<file path="src/rtl/load_store_unit.sv">
// RV32I load/store unit: computes the effective address, checks alignment and range,
// drives a registered data memory and returns one response per request.
module load_store_unit (
    input  logic        clk,
    input  logic        reset,
    input  logic        req_valid,
    output logic        req_ready,
    input  logic        req_is_store,
    input  logic [2:0]  funct3,
    input  logic [31:0] base_addr,
    input  logic [11:0] offset,
    input  logic [31:0] store_data,
    output logic        Mem_write,
    output logic [2:0]  Load_type,
    output logic [1:0]  Store_type,
    output logic [31:0] Address,
    output logic [31:0] Write_data,
    input  logic [31:0] Data_mem_out,
    output logic        resp_valid,
    input  logic        resp_ready,
    output logic [31:0] resp_data,
    output logic        resp_err
);

    localparam logic [1:0] S_IDLE    = 2'd0;
    localparam logic [1:0] S_ACCESS  = 2'd1;
    localparam logic [1:0] S_CAPTURE = 2'd2;
    localparam logic [1:0] S_RESP    = 2'd3;

    logic [1:0]  state_q, state_d;
    logic [31:0] addr_q, addr_d;
    logic [31:0] wdata_q, wdata_d;
    logic [2:0]  ltype_q, ltype_d;
    logic [1:0]  stype_q, stype_d;
    logic        is_store_q, is_store_d;
    logic [31:0] resp_data_q, resp_data_d;
    logic        resp_err_q, resp_err_d;

    logic [31:0] ea;
    logic [1:0]  size;
    logic        illegal;
    logic [2:0]  dec_ltype;
    logic [1:0]  dec_stype;
    logic [31:0] limit;
    logic        misaligned;
    logic        out_of_range;
    logic        req_err;

    assign ea = base_addr + {{20{offset[11]}}, offset};

    // size: 0 byte, 1 halfword, 2 word
    always_comb begin
        size      = 2'd0;
        illegal   = 1'b0;
        dec_ltype = 3'd0;
        dec_stype = 2'd0;
        if (req_is_store) begin
            case (funct3)
                3'b000:  begin size = 2'd0; dec_stype = 2'd0; end
                3'b001:  begin size = 2'd1; dec_stype = 2'd1; end
                3'b010:  begin size = 2'd2; dec_stype = 2'd2; end
                default: illegal = 1'b1;
            endcase
        end else begin
            case (funct3)
                3'b000:  begin size = 2'd0; dec_ltype = 3'd0; end
                3'b001:  begin size = 2'd1; dec_ltype = 3'd1; end
                3'b010:  begin size = 2'd2; dec_ltype = 3'd2; end
                3'b100:  begin size = 2'd0; dec_ltype = 3'd3; end
                3'b101:  begin size = 2'd1; dec_ltype = 3'd4; end
                default: illegal = 1'b1;
            endcase
        end
    end

    // The memory always writes four bytes, so every store width is bounded like a word.
    always_comb begin
        if (req_is_store || size == 2'd2) limit = 32'd252;
        else if (size == 2'd1)            limit = 32'd254;
        else                              limit = 32'd255;
    end

    assign misaligned   = (size == 2'd1 && ea[0]) || (size == 2'd2 && ea[1:0] != 2'b00);
    assign out_of_range = ea > limit;
    assign req_err      = illegal || misaligned || out_of_range;

    always_comb begin
        state_d     = state_q;
        addr_d      = addr_q;
        wdata_d     = wdata_q;
        ltype_d     = ltype_q;
        stype_d     = stype_q;
        is_store_d  = is_store_q;
        resp_data_d = resp_data_q;
        resp_err_d  = resp_err_q;
        case (state_q)
            S_IDLE: begin
                if (req_valid) begin
                    resp_data_d = '0;
                    resp_err_d  = req_err;
                    if (req_err) begin
                        state_d = S_RESP;
                    end else begin
                        state_d    = S_ACCESS;
                        addr_d     = ea;
                        wdata_d    = store_data;
                        ltype_d    = dec_ltype;
                        stype_d    = dec_stype;
                        is_store_d = req_is_store;
                    end
                end
            end
            S_ACCESS:  state_d = is_store_q ? S_RESP : S_CAPTURE;
            S_CAPTURE: begin
                resp_data_d = Data_mem_out;
                state_d     = S_RESP;
            end
            S_RESP:    if (resp_ready) state_d = S_IDLE;
            default:   state_d = S_IDLE;
        endcase
    end

    always_ff @(posedge clk) begin
        if (reset) begin
            state_q     <= S_IDLE;
            addr_q      <= '0;
            wdata_q     <= '0;
            ltype_q     <= '0;
            stype_q     <= '0;
            is_store_q  <= 1'b0;
            resp_data_q <= '0;
            resp_err_q  <= 1'b0;
        end else begin
            state_q     <= state_d;
            addr_q      <= addr_d;
            wdata_q     <= wdata_d;
            ltype_q     <= ltype_d;
            stype_q     <= stype_d;
            is_store_q  <= is_store_d;
            resp_data_q <= resp_data_d;
            resp_err_q  <= resp_err_d;
        end
    end

    assign req_ready  = (state_q == S_IDLE);
    assign Mem_write  = (state_q == S_ACCESS) && is_store_q;
    assign resp_valid = (state_q == S_RESP);
    assign Address    = addr_q;
    assign Write_data = wdata_q;
    assign Load_type  = ltype_q;
    assign Store_type = stype_q;
    assign resp_data  = resp_data_q;
    assign resp_err   = resp_err_q;

endmodule

</file>
<file path="config.mk">
export PLATFORM = sky130hd
export DESIGN_NAME = load_store_unit
export DESIGN_NICKNAME = d
export VERILOG_FILES = /design/src/rtl/load_store_unit.sv
export SDC_FILE = /design/constraint.sdc
export NUM_CORES = 1
export LEC_CHECK = 0
export ABC_AREA = 1
export CAP_MARGIN = 10
export CORE_MARGIN = 10
export CORE_UTILIZATION = 43
export DETAILED_ROUTE_END_ITERATION = 7
export MAX_ROUTING_LAYER = met4
export PLACE_DENSITY = 0.77
export SETUP_SLACK_MARGIN = 0.3
export SYNTH_ARGS = -nofsm -noshare
export SYNTH_HDL_FRONTEND = slang
export SYNTH_SLANG_ARGS = --single-unit
</file>
<file path="constraint.sdc">
create_clock -name clk -period 2.45 [get_ports clk]
set_input_delay 0.245 -clock clk [delete_from_list [all_inputs] [get_ports clk]]
set_output_delay 0.245 -clock clk [all_outputs]
set_load 0.005 [all_outputs]
</file>
# After elaboration in Yosys (flattened, before gate mapping)
# Index checks and enable logic that the tools add are counted.
# word_totals
reg_bits	105
latchBits	0
ramBits	0
rom_bits	0
output_inout_bits	105
elab_cells	58
n_memories	0
# op_classes
n_addsub	1
mul	0
n_div	0
n_lt_le_gt_ge	1
n_eq_ne	11
n_shift	0
n_mux	18
bitwise	1
n_reduce_logical	18
# ops
cell	count
$pmux 32 s2	1
$add 32x32->32	1
$gt 32x32->1	1
$mux 32	1
$mux 2	6
$pmux 3 s4	1
$pmux 2 s2	2
$pmux 2 s4	1
$eq 2x2->1 const B	3
$eq 3x3->1 const B	2
$reduce_and 2->1	3
$mux 1	5
$reduce_or 5->1	1
$eq 2x1->1 const B	2
$logic_or 1x1->1	4
$reduce_bool 2->1	2
$eq 3x1->1 const B	1
$eq 3x2->1 const B	1
$logic_and 1x1->1	3
$logic_not 3->1	1
$mux 3	1
$reduce_and 3->1	1
$reduce_or 3->1	1
$logic_not 2->1	1
other kinds (4)	4

# Depth between registers and ports, before layout
# Gate-level depths: netlist of run 1.
# depth
ltp_word	12
mapped_depth	23

# Least setup slack after synthesis of run 1
# Ideal clock, no wire load.
# synth_path
path_type	input port to flip-flop
start	input port offset[0]
end	register addr_q[3] (netlist: Address[3])
setup_time_ps	113
arrival_ps	2539
setup_slack_ps	-202
path_stages	19
path_cell_list	ha_1 > inv_1 > fa_1 > inv_1 > ha_1 > a21oi_1 > nor2_1 > nand3_1 > nor2_1 > nand2_1 > nand3_1 > nor2_1 > nand2_1 > nor2_4 > nand3_2 > buf_6 > buf_2 > nor2_1 > nor2_1
# synth_via
elab_chain_len	8
elab_cells_between_ends	10
# synth_rtl
item	line	rtl
start, declared	11	input logic [11:0] offset,
$add 32x32->32 *	49	assign ea = base_addr + {{20{offset[11]}}, offset};
via ea[1]	39	logic [31:0] ea;
branches (longest 4 deep; another with $gt 32x32->1)	n/a	
$logic_or 1x1->1 *	85	assign req_err = illegal || misaligned || out_of_range;
$not 1->1 (no source line) *	n/a	
$reduce_and 3->1 (no source line) *	n/a	
end signal, assigned	135	addr_q <= addr_d;
end, declared	31	logic [31:0] addr_q, addr_d;
# Mark *: on every way through the listed nets, which the timed path passes.
# A chain may end at the register's enable or synchronous reset.

# Worst setup path in the final report of run 1
# layout_path
start	input port offset[11]
end	register wdata_q[19] (netlist: Write_data[19])
# layout_via
elab_chain_len	5
# layout_rtl
item	line	rtl
$add 32x32->32	49	
$gt 32x32->1	84	assign out_of_range = ea > limit;
$logic_or 1x1->1	85	
$not 1->1 (no source line)	n/a	
$reduce_and 3->1 (no source line)	n/a	
end signal, assigned	136	wdata_q <= wdata_d;
end, declared	32	logic [31:0] wdata_q, wdata_d;
# No other way between the ends.

==> out/results.env, run 1 <==
CPLARGESTDELAYFAMILY='simple AND/OR/NAND/NOR gates'
CTS_TREE='built'
TIMING.FINAL.CRIT_SHARE_PCT=104.4
MET1WIRELENGTH_MM=10.79
TIMING.FINAL.CRIT_PERIOD_NS=2.557
POST_SYNTH_INST_COUNT=1153
YOSYS_REGISTER_BITS=105
MASTER_CELL_OF_THE_CLOCK_ROOT_BUFFER='clkbuf_16'
WL_MET2_MM=13.16
GRT_MAX_DEGREE=37
CLOCK_INSERTION_DELAY_WORST_SKEW_NS=0.35
CRIT_PATH_CELL_TRACE='buf_12 > buf_16 > buf_12 > buf_4 > ha_4 > nand2_2 > nor2_1 > nand2_1 > nor2_1 > nor2_1 > nand2_1 > nand2_1 > nand2_1 > nand2_2 > nor2_4 > nand3_4 > buf_12 > buf_12 > nor2_2 > nor2_2'
TIMING_HOLD_VIOLATIONS_FINAL=0
POST-SYNTH-TOP-COUNT-CELL='nand2_1'
GRT_FIRST_PASS_WIRELENGTH_MM=39.90
FLOW.AREA_GROWTH_FROM_SYNTHESIS_PCT=73.01
WORST_EP_ARRIVAL_TIME_NS=2.81
SYNTH-SEQ-AREA-SHARE_PCT=30.91
POSTSYNTHNETCOUNT=1307
CORE_AREA_UM2=15370
RUN_STATUS='finished with violations'
POSTSYNTHAREAPERCELL_UM2=5.899
MAX_FREQ_MHz=391.1
EDFF_COUNT_SYNTH=0
ASYNCSETRESETFLOPFRACSYNTH_PCT=0
GRT_SETUP_UNREPAIRED='yes'
CTS_NUM_SINKS=105
ANTENNA_FOUND_INITIAL=0
WORST_PIN_SLEW_NS=0.4051
SYN-CELL-AREA_UM2=6802
POST_ROUTE_CELLS_DRIVE_ABOVE_1_SHARE_PCT=25.91
CRITICAL_PATH.MAX_FANOUT=8
FIN_AREA_UM2=11770
ROUTED.TOP_LAYER='met4'
CP-END-KIND='register'
PEAKVDDDROP_mV=0.7389
CTS_MAX_PATH_BUFFERS=2
WORSTHOLDPATHTYPE='input pin to register'
DETAILEDROUTE.FIRSTITERATIONVIOLATIONS=539
POWER_DENSITY_nW_PER_UM2=476.9
POSTROUTEANTENNANETS=0
PLACE.GP.CONGESTION=0.9690
WORST-PATH-BUF-INV=6
YOSYSWARNINGS=0
SYNTH_LARGEST_AREA_CELL='dfxtp_1'
FIRST_GLOBAL_VIAS=7996
DR.PASS1.ITERS=8
MAX_STAGE_DELAY_NS=0.27
DETAILED_PLACE.AREA_UM2=9940
IO_PINS=221
VIASPERCELL=4.966
DPL.HPWL_MM=18.19
WORST_SLACK_NS=-0.1071
VIOLATIONS_IN_THE_FINAL_REPORTS='negative setup slack'
WL_PER_CELL_UM=15.79
WORSTPATHREQUIRED_NS=2.70
ROUTE.DETAILED.DRC=0
FILLCELLCOUNT=1104
NUM_VIAS=8417
FINALPOWER_mW=5.612
NUMBER_OF_VIOLATIONS_OF_THE_MAX_CAPACITANCE_LIMIT=0
CTS.REPORTEDPATHS.CLKPINSLEW_NS=0.08
CRITICAL_PATH.STARTPOINT_TYPE='input pin'
RELATIVE_SLEW_SLACK_PCT=72.99
NETLIST-CELL-TYPE-COUNT=30
FINAL.SETUP_SKEW_NS=0.01148
FINAL.HOLD.WORST_SLACK_NS=0.2808
SYNTH_COMMONEST_CELLS='364 x nand2_1, 209 x inv_1, 147 x nor2_1'
NETS=1631
WL_FINAL_MM=26.76
WORSTSETUPPATHTYPE='input pin to register'
DIEHEIGHT_UM=145.8
FLOORPLAN.INITIALDENSITY_PCT=44.25
PRE_CTS_SLACK_NS=-0.8302
NUMBER_OF_BUFFERS_CREATED_BY_CTS=9
PLACEMENTROWS=45
GROUTE.USAGE.OVERALL_PCT=23.24
HTREE_NUM_LEVELS=3
CHIPWIDTH_UM=145.8
GLOBALROUTE.TOTALOVERFLOW=0
SETUP_VIOLATORS_FINAL=70
FINAL_MAX_SLEW_VIOL_COUNT=0
POWER.STATIC_LEAKAGE_nW=5.797
ROUTE.MET3.WL_MM=1.810
WORST_PATH_MAX_DELAY_CELL='ha_4'
SYNTHFLOPTYPE='dfxtp_1'
DIE-AREA_UM2=21250
BUFFER_PORTS.INSERTED=220
FINALSETUPTNS_NS=-4.499
NETLIST.AREA_LEADER.SHARE_PCT=30.91
YOSYS-TOP-CELLS-AREA='dfxtp_1 31%, nand2_1 20%, inv_1 12%'
logic make-up (layout without fill, tap and decap cells):
kind of cell	after synthesis	in the layout	synth area share (%)
other	0	2	0
AO/OA/AOI/OAI	66	66	5.004
flip-flops	105	105	30.91
AND/OR/NAND/NOR	682	682	41.46
adder cells (fa/ha/maj)	38	38	7.101
buffers and inverters	256	585	14.75
XOR/XNOR	6	6	0.7726
cell type report:
cell class | count | area (um2) | share of cell area (%)
clock buffers | 9 | 225.2 | 1.914
repair buffers | 350 | 3483 | 29.60
multi-input cells | 792 | 4781 | 40.63
inverters | 219 | 823.3 | 6.996
diodes | 2 | 5.005 | 0.04253
flip-flops and latches | 105 | 2102 | 17.86
well taps | 211 | 264.0 | 2.243
clock inverters | 7 | 83.83 | 0.7124
registers in the layout, summed over array words and instances (netlist names):
register	flops
Address	32
Load_type	3
Store_type	2
Write_data	32
is_store_q	1
resp_data	32
resp_err	1
state_q	2
final timing paths:
kind	from	to	slack [ns]	cells past startpoint
max	offset[11]	Write_data[19]	-0.11	20
min	offset[0]	Address[0]	0.28	4
min reg2reg	Address[14]	Address[14]	0.44	2
max reg2reg	state_q[0]	resp_data[20]	0.56	8
cell usage in the layout, fill, tap and decap left out, drive strengths merged:
| cell type | netlist | routed |
|---|---|---|
| xor2 | 1 | 1 |
| and3 | 1 | 1 |
| ha | 37 | 37 |
| nor3 | 6 | 6 |
| fa | 1 | 1 |
| o21bai | 2 | 2 |
| clkbuf | 18 | 14 |
| a21oi | 56 | 56 |
| clkinv | 1 | 3 |
| diode | 0 | 2 |
| nor2 | 151 | 151 |
| nand3 | 142 | 142 |
| buf | 19 | 130 |
| dlymetal6s2s | 0 | 4 |
| o21a | 1 | 1 |
| and2 | 2 | 2 |
| dlygate4sd2 | 0 | 34 |
| bufinv | 0 | 1 |
| nand3b | 2 | 2 |
| xnor2 | 5 | 5 |
| nand4 | 14 | 14 |
| o21ai | 5 | 5 |
| nand2 | 364 | 364 |
| o22ai | 2 | 2 |
| dfxtp | 105 | 105 |
| inv | 218 | 222 |
| clkdlybuf4s50 | 0 | 177 |
per-stage QoR:
step | cells | utilization, %
CTS | 1680 | 73.44
global placement | 1642 | 64.66
finish | 1695 | 76.56
floorplan | 1153 | -
detailed placement | 1642 | 64.66
global route | 1693 | 76.52
worst min-delay path: cells and delay by family:
| kind | cells | cell delay (ns) |
|---|---|---|
| adder cells (fa/ha/maj) | 1 | 0.14 |
| buffers and inverters | 1 | 0.07 |
| AND/OR/NAND/NOR | 2 | 0.13 |
layer usage:
metal	vias to the layer above	global-route usage, %
met4	0	7.583
li1	4185	-
met1	3811	25.99
met5	-	-
met3	79	5.495
met2	342	39.88
power breakdown:
part	internal, mW	total, mW	leakage, nW	switching, mW
Sequential	1.79	1.84	0.847	0.0515
Clock	0.815	1.50	0.154	0.685
Combinational	1.01	2.27	4.80	1.26
what timing repair did:
action | CTS | global route
pin swaps | 56 | 64
endpoints found under the setup margin | 72 | 72
hold buffers | 0 | 0
gates resized for setup | 234 | 89
hold endpoints to repair | 0 | 0
cloned | 7 | 5
buffers inserted | 15 | 8
(Power assumes the default switching activity.)
==> run 2: changes to the inputs <==
--- a/config.mk
+++ b/config.mk
@@ -10,6 +10,7 @@
 export CORE_MARGIN = 10
 export CORE_UTILIZATION = 43
 export DETAILED_ROUTE_END_ITERATION = 7
+export HOLD_SLACK_MARGIN = 0.02
 export MAX_ROUTING_LAYER = met4
 export PLACE_DENSITY = 0.77
 export SETUP_SLACK_MARGIN = 0.3
==> results of run 2 <==
Same layout as run 1: the final DEF is identical, and so are final timing and power.
==> run 3: changes to the inputs <==
--- a/config.mk
+++ b/config.mk
@@ -12,7 +12,7 @@
 export DETAILED_ROUTE_END_ITERATION = 7
 export HOLD_SLACK_MARGIN = 0.02
 export MAX_ROUTING_LAYER = met4
-export PLACE_DENSITY = 0.77
+export PLACE_DENSITY = 0.78
 export SETUP_SLACK_MARGIN = 0.3
 export SYNTH_ARGS = -nofsm -noshare
 export SYNTH_HDL_FRONTEND = slang
==> out/results.env, run 3 (synthesis gave the netlist of run 1 again) <==
POWER.STATIC_LEAKAGE_nW=5.902  # was 5.797 nW
TIMING.FINAL.CRIT_PERIOD_NS=2.714  # was 2.557 ns
CPMOSTUSEDCELL='nand3_2'
MOSTFREQUENTLAYOUTCELLS='256 x nand2_1, 189 x inv_1, 175 x clkdlybuf4s50_1'  # was 283 x nand2_1, 193 x inv_1, 177 x clkdlybuf4s50_1
VIASPERCELL=5.164  # was 4.966
DIE-AREA_UM2=21250  # unchanged
ANTENNA_FOUND_INITIAL=0  # unchanged
CTS_NUM_SINKS=105  # unchanged
CORE_AREA_UM2=15370  # unchanged
CTS_HOLD_REPAIR.BUFFERS=0  # unchanged
FINALSETUPTNS_NS=-10.43  # was -4.499 ns
RELATIVE_SLEW_SLACK_PCT=67.55  # was 72.99%
HTREE_NUM_LEVELS=3  # unchanged
DR.PASS1.ITERS=6  # was 8
FINAL_UTIL_PCT=78.36  # was 76.56%
FINAL.SETUP_SKEW_NS=0.01314  # was 0.01148 ns
WORSTHOLDPATHTYPE='input pin to register'  # unchanged
CP-END-KIND='register'  # unchanged
FINAL_MAX_SLEW_VIOL_COUNT=0  # unchanged
TIMING_HOLD_VIOLATIONS_FINAL=0  # unchanged
FIN_AREA_UM2=12050  # was 11770 um2
BUFFER_PORTS.INSERTED=220  # unchanged
PLACE.GP.CONGESTION=0.9534  # was 0.9690
NETS=1638  # was 1631
CTS.REPORTEDPATHS.CLKPINSLEW_NS=0.08  # about the same
NUM_VIAS=8784  # was 8417
DETAILED_PLACE.AREA_UM2=9985  # was 9940 um2
MAX_FREQ_MHz=368.5  # was 391.1 MHz
FILLCELLCOUNT=1013  # was 1104
CLOCK_INSERTION_DELAY_WORST_SKEW_NS=0.35  # about the same
GROUTE.USAGE.OVERALL_PCT=23.88  # was 23.24%
SETUP.REG_TO_REG.WORST_SLACK_NS=0.42  # was 0.56 ns
MASTER_CELL_OF_THE_CLOCK_ROOT_BUFFER='clkbuf_16'  # unchanged
WORSTPATHREQUIRED_NS=2.70  # about the same
CRIT_PATH_CELL_TRACE='dlygate4sd2_1 > ha_4 > nand2_2 > nor2_2 > nand3_2 > nand3_2 > nand2_2 > nand3_1 > nand2_1 > nor2_2 > nand3_2 > nor2_4 > nand3_4 > buf_6 > buf_16 > nor2_1 > nor2_1'  # was buf_12 > buf_16 > buf_12 > buf_4 > ha_4 > nand2_2 > nor2_1 > nand2_1 > nor2_1 > nor2_1 > nand2_1 > nand2_1 > nand2_1 > nand2_2 > nor2_4 > nand3_4 > buf_12 > buf_12 > nor2_2 > nor2_2
TIMING.FINAL.CRIT_SHARE_PCT=110.8  # was 104.4%
GRT_MAX_DEGREE=40  # was 37
FINAL.HOLD.WORST_SLACK_NS=0.2651  # was 0.2808 ns
FLOW.AREA_GROWTH_FROM_SYNTHESIS_PCT=77.10  # was 73.01%
CRITICAL_PATH.MAX_FANOUT=8  # unchanged
VIOLATIONS_IN_THE_FINAL_REPORTS='negative setup slack'  # unchanged
GLOBALROUTE.TOTALOVERFLOW=0  # unchanged
NUMBER_OF_BUFFERS_CREATED_BY_CTS=9  # unchanged
FLOORPLAN.INITIALDENSITY_PCT=44.25  # unchanged
CTS_MAX_PATH_BUFFERS=2  # unchanged
WORST_SLACK_NS=-0.2636  # was -0.1071 ns
CTS_TREE='built'  # unchanged
MAX_STAGE_DELAY_NS=0.32  # was 0.27 ns
GRT_SETUP_UNREPAIRED='yes'  # unchanged
POST_ROUTE_CELLS_DRIVE_ABOVE_1_SHARE_PCT=28.88  # was 25.91%
WORST_PIN_SLEW_NS=0.4860  # was 0.4051 ns
NUMBER_OF_VIOLATIONS_OF_THE_MAX_CAPACITANCE_LIMIT=0  # unchanged
RUN_STATUS='finished with violations'  # unchanged
CHIPWIDTH_UM=145.8  # unchanged
DIEHEIGHT_UM=145.8  # unchanged
POWER_DENSITY_nW_PER_UM2=478.6  # was 476.9 nW/um2
POSTROUTEANTENNANETS=0  # unchanged
WORST_EP_ARRIVAL_TIME_NS=2.96  # was 2.81 ns
WL_FINAL_MM=29.30  # was 26.76 mm
WORSTSETUPPATHTYPE='input pin to register'  # unchanged
GRT_FIRST_PASS_WIRELENGTH_MM=41.19  # was 39.90 mm
CRITICAL_PATH.STARTPOINT_TYPE='input pin'  # unchanged
SETUP_VIOLATORS_FINAL=72  # was 70
IO_PINS=221  # unchanged
DETAILEDROUTE.FIRSTITERATIONVIOLATIONS=814  # was 539
FIRST_GLOBAL_VIAS=8145  # was 7996
PLACEMENTROWS=45  # unchanged
LAYOUT_COMMONEST_CELL='nand2_1'  # unchanged
WL_PER_CELL_UM=17.22  # was 15.79 um
PEAKVDDDROP_mV=0.4899  # was 0.7389 mV
DPL.HPWL_MM=18.29  # was 18.19 mm
FINALPOWER_mW=5.765  # was 5.612 mW
ROUTE.DETAILED.DRC=0  # unchanged
WORST_PATH_MAX_DELAY_CELL='ha_4'  # unchanged
-- run 3: changes by cell type in the layout (fill, tap and decap cells not counted), sizes merged --
cell | before | now
inv | 222 | 221
clkinvlp | 0 | 1
clkdlybuf4s15 | 0 | 1
buf | 130 | 136
dlygate4sd2 | 34 | 33
dlymetal6s2s | 4 | 5
diode | 2 | 1
bufbuf | 0 | 1
clkdlybuf4s50 | 177 | 175
clkbuf | 14 | 15
-- run 3: through the flow --
step | cells | setup WS, ns
CTS | 1681 | -0.05177
finish | 1701 | -0.2636
global placement | 1648 | -0.8970
floorplan | 1153 | -0.03975
detailed placement | 1648 | -0.9026
global route | 1700 | -0.3043
-- run 3: critical path: cells and delay by family --
kind / cells / cell delay [ns]
buffers and inverters: 3 / 0.62
AND/OR/NAND/NOR: 13 / 1.78
adder cells (fa/ha/maj): 1 / 0.32
-- run 3: cell type report --
class	instances	area [um2]	area share, %
Antenna cell	1	2.502	0.02077
Clock buffer	9	225.2	1.870
Clock inverter	7	93.84	0.7791
Inverter	219	824.5	6.845
Multi-Input combinational cell	792	5000	41.51
Sequential cell	105	2102	17.45
Tap cell	211	264.0	2.192
Timing Repair Buffer	357	3533	29.33
-- run 3: path summary, 6_finish.rpt --
| path | cells after the start | to | startpoint |
|---|---|---|---|
| max | 17 | Write_data[11] | offset[8] |
| min | 4 | Address[0] | offset[0] |
| max reg2reg | 9 | Write_data[11] | state_q[0] |
| min reg2reg | 2 | Address[24] | Address[24] |
-- run 3: where the power goes --
part	switching, mW	leakage, nW	internal [mW]
Combinational	1.36	4.90	1.03
Clock	0.713	0.153	0.822
Sequential	0.0520	0.847	1.79
Total	2.12	5.90	3.64
-- run 3: repair_timing --
item | 4_1_cts | 5_1_grt
pin swaps | 70 | 77
resized for setup | 221 | 173
cloned | 4 | 4
setup endpoints to repair | 72 | 72
setup buffers | 13 | 15
-- run 3: layer usage --
metal | track usage [%] | up-vias | part of all wire (%)
li1 | - | 4199 | -
met3 | 5.526 | 130 | 7.8
met2 | 42.49 | 446 | 52
met4 | 6.977 | 0 | 4.2
met1 | 25.86 | 4009 | 37
met5 | - | - | 0
